===== config.mk =====
export PLATFORM = sky130hd
export DESIGN_NAME = stopwatch_ctrl
export DESIGN_NICKNAME = d
export VERILOG_FILES = /design/src/rtl/stopwatch_ctrl.sv
export SDC_FILE = /design/constraint.sdc
export NUM_CORES = 1
export LEC_CHECK = 0
export BUFFER_PORTS_ARGS = -buffer_cell sky130_fd_sc_hd__buf_2
export CORE_ASPECT_RATIO = 0.75
export CORE_MARGIN = 2
export CORE_UTILIZATION = 40
export CTS_BUF_LIST = sky130_fd_sc_hd__clkbuf_4 sky130_fd_sc_hd__clkbuf_8
export DETAILED_ROUTE_END_ITERATION = 6
export GPL_TIMING_DRIVEN = 0
export PLACE_DENSITY = 0.66
export REMOVE_ABC_BUFFERS = 1
export SETUP_SLACK_MARGIN = 0.5
export SYNTH_ARGS = -nofsm -noshare
export SYNTH_HDL_FRONTEND = slang
export SYNTH_SLANG_ARGS = --single-unit

===== constraint.sdc =====
create_clock -name clk -period 3.83 [get_ports clk]
set_input_delay 0.383 -clock clk [delete_from_list [all_inputs] [get_ports clk]]
set_output_delay 0.383 -clock clk [all_outputs]
set_load 0.01 [all_outputs]

===== src/rtl/stopwatch_ctrl.sv =====
// rtl/stopwatch_ctrl.sv - stopwatch key debounce, 10 ms tick divider and run/pause FSM; lap hold under STOPWATCH_LAP_EN
module stopwatch_ctrl #(
  parameter int TICK_DIV        = 500000,
  parameter int DEBOUNCE_CYCLES = 1000000
) (
  input  logic clk,
  input  logic rst_n,
  input  logic key_reset,
  input  logic key_start_pause,
  input  logic key_display_stop,
  output logic count_en,
  output logic count_clr,
  output logic disp_load,
  output logic running,
  output logic frozen
);

  localparam int DW = (TICK_DIV > 2) ? $clog2(TICK_DIV) : 1;
  localparam int CW = (DEBOUNCE_CYCLES > 1) ? $clog2(DEBOUNCE_CYCLES) : 1;
  localparam logic [DW-1:0] DIV_LAST = DW'(TICK_DIV - 1);
  localparam logic [CW-1:0] DB_LAST  = CW'(DEBOUNCE_CYCLES - 1);

  typedef enum logic [1:0] {
    S_IDLE  = 2'd0,
    S_RUN   = 2'd1,
    S_PAUSE = 2'd2
  } state_t;

  // Key index 0 = reset, 1 = start/pause, 2 = display/stop (lap build only).
`ifdef STOPWATCH_LAP_EN
  localparam int NKEYS = 3;
  logic [NKEYS-1:0] w_keys;
  assign w_keys = {key_display_stop, key_start_pause, key_reset};
`else
  localparam int NKEYS = 2;
  logic [NKEYS-1:0] w_keys;
  logic             w_unused_key;
  assign w_keys       = {key_start_pause, key_reset};
  assign w_unused_key = key_display_stop;
`endif

  logic [NKEYS-1:0] r_sync1;
  logic [NKEYS-1:0] r_sync2;
  logic [NKEYS-1:0] r_level;
  logic [NKEYS-1:0] r_press;
  logic [CW-1:0]    r_dbcnt [NKEYS];

  logic [DW-1:0] r_div;
  logic          w_tick;
  logic          w_press_reset;
  logic          w_press_sp;

  state_t r_state;
  logic   r_running;
  logic   r_count_en;
  logic   r_count_clr;
  logic   r_disp_load;

  assign w_press_reset = r_press[0];
  assign w_press_sp    = r_press[1];
  assign w_tick        = (r_div == DIV_LAST);

  // Synchronize each raw key, accept a new level after DEBOUNCE_CYCLES differing samples, pulse on press.
  always_ff @(posedge clk) begin
    if (!rst_n) begin
      r_sync1 <= '1;
      r_sync2 <= '1;
      r_level <= '1;
      r_press <= '0;
      for (int k = 0; k < NKEYS; k++) begin
        r_dbcnt[k] <= '0;
      end
    end else begin
      r_sync1 <= w_keys;
      r_sync2 <= r_sync1;
      r_press <= '0;
      for (int k = 0; k < NKEYS; k++) begin
        if (r_sync2[k] == r_level[k]) begin
          r_dbcnt[k] <= '0;
        end else if (r_dbcnt[k] == DB_LAST) begin
          r_level[k] <= r_sync2[k];
          r_dbcnt[k] <= '0;
          r_press[k] <= ~r_sync2[k];
        end else begin
          r_dbcnt[k] <= r_dbcnt[k] + 1'b1;
        end
      end
    end
  end

  // Tick divider: restarts on reset key and on a fresh start, holds its partial period while paused.
  always_ff @(posedge clk) begin
    if (!rst_n) begin
      r_div <= '0;
    end else if (w_press_reset || (r_state == S_IDLE && w_press_sp)) begin
      r_div <= '0;
    end else if (r_state != S_PAUSE) begin
      r_div <= w_tick ? '0 : r_div + 1'b1;
    end
  end

`ifdef STOPWATCH_LAP_EN
  logic w_press_ds;
  logic r_frozen;
  logic r_frozen_d;
  assign w_press_ds = r_press[2];
`endif

  // Run/pause/idle FSM with registered strobes; reset key wins over start/pause in the same cycle.
  always_ff @(posedge clk) begin
    if (!rst_n) begin
      r_state     <= S_IDLE;
      r_running   <= 1'b0;
      r_count_en  <= 1'b0;
      r_count_clr <= 1'b0;
      r_disp_load <= 1'b0;
`ifdef STOPWATCH_LAP_EN
      r_frozen    <= 1'b0;
      r_frozen_d  <= 1'b0;
`endif
    end else begin
      r_count_en  <= w_tick && (r_state == S_RUN) && !w_press_reset;
      r_count_clr <= w_press_reset;
`ifdef STOPWATCH_LAP_EN
      r_disp_load <= (r_count_en && !r_frozen) || r_count_clr || (r_frozen_d && !r_frozen);
      r_frozen_d  <= r_frozen;
`else
      r_disp_load <= r_count_en || r_count_clr;
`endif
      if (w_press_reset) begin
        r_state   <= S_IDLE;
        r_running <= 1'b0;
`ifdef STOPWATCH_LAP_EN
        r_frozen  <= 1'b0;
`endif
      end else begin
        if (w_press_sp) begin
          case (r_state)
            S_IDLE: begin
              r_state   <= S_RUN;
              r_running <= 1'b1;
            end
            S_RUN: begin
              r_state   <= S_PAUSE;
              r_running <= 1'b0;
            end
            S_PAUSE: begin
              r_state   <= S_RUN;
              r_running <= 1'b1;
            end
            default: begin
              r_state   <= S_IDLE;
              r_running <= 1'b0;
            end
          endcase
        end
`ifdef STOPWATCH_LAP_EN
        if (w_press_ds) begin
          r_frozen <= ~r_frozen;
        end
`endif
      end
    end
  end

  assign count_en  = r_count_en;
  assign count_clr = r_count_clr;
  assign disp_load = r_disp_load;
  assign running   = r_running;
`ifdef STOPWATCH_LAP_EN
  assign frozen    = r_frozen;
`else
  assign frozen    = 1'b0;
`endif

endmodule


-- After elaboration in Yosys (flattened, before gate mapping)
Memory sizes are Yosys's and may differ from the RTL's.
Index checks and enable logic that the tools add are counted.
- multiplexer cells: 32
- bitwise gates (word level): 13
- eq/ne operators: 8
- reduce and logical (&&, ||, !) cells: 14
- add/subtract/negate cells: 3
- operators by type and width (cell ; number):
    20-bit 2-to-1 mux ; 6
    20-bit by 1-bit adder with 20-bit output, second input constant ; 2
    20-bit equality test, second input constant ; 2
    1-bit 2-to-1 mux ; 24
    19-bit by 1-bit adder with 19-bit output, second input constant ; 1
    19-bit equality test, second input constant ; 1
    19-bit 2-to-1 mux ; 1
    1-bit inverter ; 7
    1-bit OR ; 6
    2-bit OR reduction ; 3
    3-bit OR reduction ; 2
    2-bit one-hot mux with 2 select lines ; 1
    2-bit AND reduction ; 2
    1-bit logical AND ; 3
    1-bit equality test ; 2
    2-bit by 1-bit equality test with 1-bit output, second input constant ; 1
    2-bit equality test, second input constant ; 1
    2-bit zero test ; 1
    1-bit logical OR ; 2
    2-bit inequality test, second input constant ; 1
    1-bit zero test ; 1
- RAM bits: 40
- output and inout bits: 5
- bits in registers: 33
- word-level logic and storage cells: 83
- memories kept: 1
- input bits: 5
- memory list (name ; depth ; width ; rd ports ; clocked after memory_dff ; write ports ; RTL line ; text):
    r_dbcnt ; 2 ; 20 ; 2 ; 0 ; 2 ; 46 ; logic [CW-1:0] r_dbcnt [NKEYS];

-- Depth between registers and ports, before layout
An unclocked memory read counts as a cell.
- depth after elaboration: 8
- gate-level depth with buffers: 6

-- Least setup slack after synthesis
Ideal clock, no wire load.
- path type: register -> register
- start point: mem r_dbcnt[0][11] (netlist bit)
- end point: mem r_dbcnt[0][18] (netlist bit) (data pin)
- data required time: 3.562 ns
- setup time: 0.268 ns
- arrival: 1.851 ns
- period minus slack after synthesis: 2.119 ns
- slack: 1.711 ns
- path buffers: 1
- cell stages (with the launch flop): 6
- cells stage by stage: edfxtp_1 -> or4b_1 -> or4_1 -> o211ai_1 -> buf_2 -> a21oi_1
- RTL lines (element ; RTL line):
    start: declaration ; 46

==> impl_metrics.yaml <==
logic_synthesis:
  synth-main-ff-cell: "edfxtp_1"
  syn-cell-area_mm2: 0.00359
  synth_area_leaders: "edfxtp_1 33%, dfxtp_1 18%, xnor2_1 4.9%, nor2_1 4.6%, nand3_1 3.9%"
  synth.distinct_cells: 46
  yosysSeqAreaShare: 0.513
  synth_edf_count: 40
  synth-async-reset-ratio: 0
  post-synth-top-area-cell: "edfxtp_1"
  yosysMostFrequentCell: "nor2_1"
  synth-seq-cells: 72
  yosysWarnings: 0
  syn-instance-count: 365
  syn_area_per_cell_um2: 9.85
  synth_top_area_share: 0.334
  synth_common_cells: "44 x nor2_1, 40 x edfxtp_1, 32 x dfxtp_1"
clock_network:
  cts_setup_buffers: 0
  cts_buffers: 9
  cts_resized: 0
  insertion_delay_ns: 0.35
  clockBufferDepth: 2
  htree_levels: 3
  clock_sinks: 72
  cts_tree: "built"
  ctsHoldBuffers: 0
  cts_root_buf: "clkbuf_8"
  clk_pin_slew_ns: 0.07
final_layout:
  regArea_mm2: 0.00184
  nFillCells: 826
  n_antenna_cell: 0
  layout.nets: 421
  layout-drive-gt1-share: 0.0861
  stdcell_count: 526
  synthToLayoutAreaGrowth_pct: 12.9
  multi_input_area_mm2: 0.00179
global_routing:
  grt_usage: 0.146
  grt_antenna_before_repair: 0
  grt_remaining_overflow: 0
  grt_pass1_vias: 2565
  grt_max_degree: 16
  grt_first_pass_wirelength_um: 11400
place:
  numPortBuffers: 7
  gp_congestion: 0.752
  dp.final_hpwl_um: 4680
  dp_cells: 510
drt:
  drt_iter0_drc: 168
  num_vias: 2740
  drc: 0
  routed_wl_um: 6560
  dr.pass1.iters: 4
  antenna_left: 0
  wl_per_cell_um: 12.5
  routed_via_density: 5.21
setup_path:
  worstPathArrival_ns: 2.87
  startpoint_type: "flip-flop"
  reg2reg_from: "r_dbcnt[1][12]"
  timing.rr.end: "r_dbcnt[1][10]"
  cp-end-kind: "flip-flop"
  required_ns: 3.93
  crit_fanout: 13
  crit_type: "reg2reg"
  max_stage_delay_ns: 0.59
  cp_slowest_cell: "o211ai_1"
  crit_chain: "or4b_1, or4_1, o211ai_1, buf_4, nor2_1"
  r2r_cells: 5
  reg2reg_setup_slack_ns: 1.06
die:
  die_area_mm2: 0.00977
  num_rows: 29
  die_w_um: 113
  core-area_mm2: 0.00860
  dieHeight_um: 86.1
  start_util: 0.418
  pin_count: 10
worst_hold_path:
  hold_depth: 2
  hold_class: "in2reg"
  worst_hold_path.endpoint: "r_sync1[0]"
  hp-start: "key_reset"
pwr:
  p_int_uw: 1150
  combPwrFrac: 0.037
  switching_power_uw: 335
  p_sw_frac: 0.225
  p_seq_frac: 0.579
  power.leakage_uw: 0.00132
  power_frac_clock: 0.384
  vdd_drop_max_uv: 220
  powerDensity_mw_per_mm2: 367
sta:
  fin_setup_tns_ns: 0
  slew_headroom: 0.476
  final_hold_viol_count: 0
  post-route-period-util: 0.723
  drv_slew: 0
  hold_ws_ns: 0.227
  fmax_mhz: 361
  max_slew.worst_pin.slew_ns: 0.782
  rsz0062_at_grt: "false"
  period_minus_slack_ns: 2.77
  setup_viol: 0
  fin_skew_ns: 0.00998
job:
  drv_cap: 0
outcome:
  status: "finished clean"
metrics by stage:
step                      utilization  area, µm²  setup WS [ns]  power, µW
after CTS                       0.472       4060           1.01       1510
after detailed placement        0.450       3870           1.03        932
after floorplan                     -       3680           1.19        914
after global routing            0.472       4060          0.895       1550
after global placement          0.448       3850          0.653        929
final                           0.472       4060           1.06       1490
worst max-delay path by stage:
stage                         startpoint        endpoint  depth (start not counted)
after floorplan           r_dbcnt[1][12]  r_dbcnt[1][10]                          4
after global placement    r_dbcnt[0][12]   r_dbcnt[0][6]                          4
after detailed placement  r_dbcnt[1][12]  r_dbcnt[1][10]                          5
after CTS                 r_dbcnt[1][12]  r_dbcnt[1][10]                          5
after global routing      r_dbcnt[0][12]  r_dbcnt[0][12]                          5
final                     r_dbcnt[1][12]  r_dbcnt[1][10]                          5
placed cells by master, fill, tap and decap left out, types with 3 or more instances in the layout:
master	count
edfxtp_1	40
or4_1	13
inv_1	12
nand3_1	28
o31ai_1	8
nand2_1	20
dfxtp_1	32
nand2b_1	10
clkbuf_4	3
clkbuf_8	11
nand4_1	8
nor3_1	11
nor2_1	44
xnor2_1	20
buf_2	7
or3_1	13
o21ai_0	15
a21oi_1	23
and4_1	3
nor4_1	5
conb_1	41
or4b_1	4
xor2_1	14
o211ai_1	3
ha_1	3
flip-flops by register name, summed over array words and instances, names as in the netlist:
register	flops
r_sync2	2
r_state	2
r_div	19
disp_load	1
count_clr	1
r_level	2
r_press	2
r_dbcnt	40
count_en	1
r_sync1	2
power by group through the flow:
stage          clock network (µW)  registers [µW]  logic (µW)
2_1_floorplan                   0             872        42.7
3_3_place_gp                    0             877        52.2
3_5_place_dp                    0             878        54.1
4_1_cts                       592             861        54.4
5_1_grt                       621             865        64.1
6_report                      572             861        55.1
layer usage:
layer,share of wire,global-route usage
met2,0.43,0.226
met1,0.51,0.196
met3,0.044,0.0473
met4,0.012,0.0466
met5,0,0
layout make-up:
type	count	share of cell area
Timing Repair Buffer	9	0.0133
Clock inverter	2	0.00339
Clock buffer	14	0.0429
Multi-Input combinational cell	309	0.442
Inverter	12	0.0111
Tap cell	108	0.0333
Sequential cell	72	0.454
critical path: cells and delay by family (launching register included):
kind                   cells  cell delay (ns)
flip-flops                 1             0.46
AND/OR/NAND/NOR            3             1.16
buffers and inverters      1             0.31
AO/OA/AOI/OAI              1             0.59
kinds of logic (layout without fill, tap and decap cells):
kind of cell             after synthesis  count (layout)  share of synthesized area
adder cells (fa/ha/maj)                3               3                     0.0104
other                                  2              41                    0.00209
XOR/XNOR                              34              34                     0.0829
multiplexers                           1               1                    0.00313
flip-flops                            72              72                      0.513
AO/OA/AOI/OAI                         54              54                     0.0902
buffers and inverters                 23              37                     0.0292
AND/OR/NAND/NOR                      176             176                      0.270
Power figures use the tool's default switching activity.
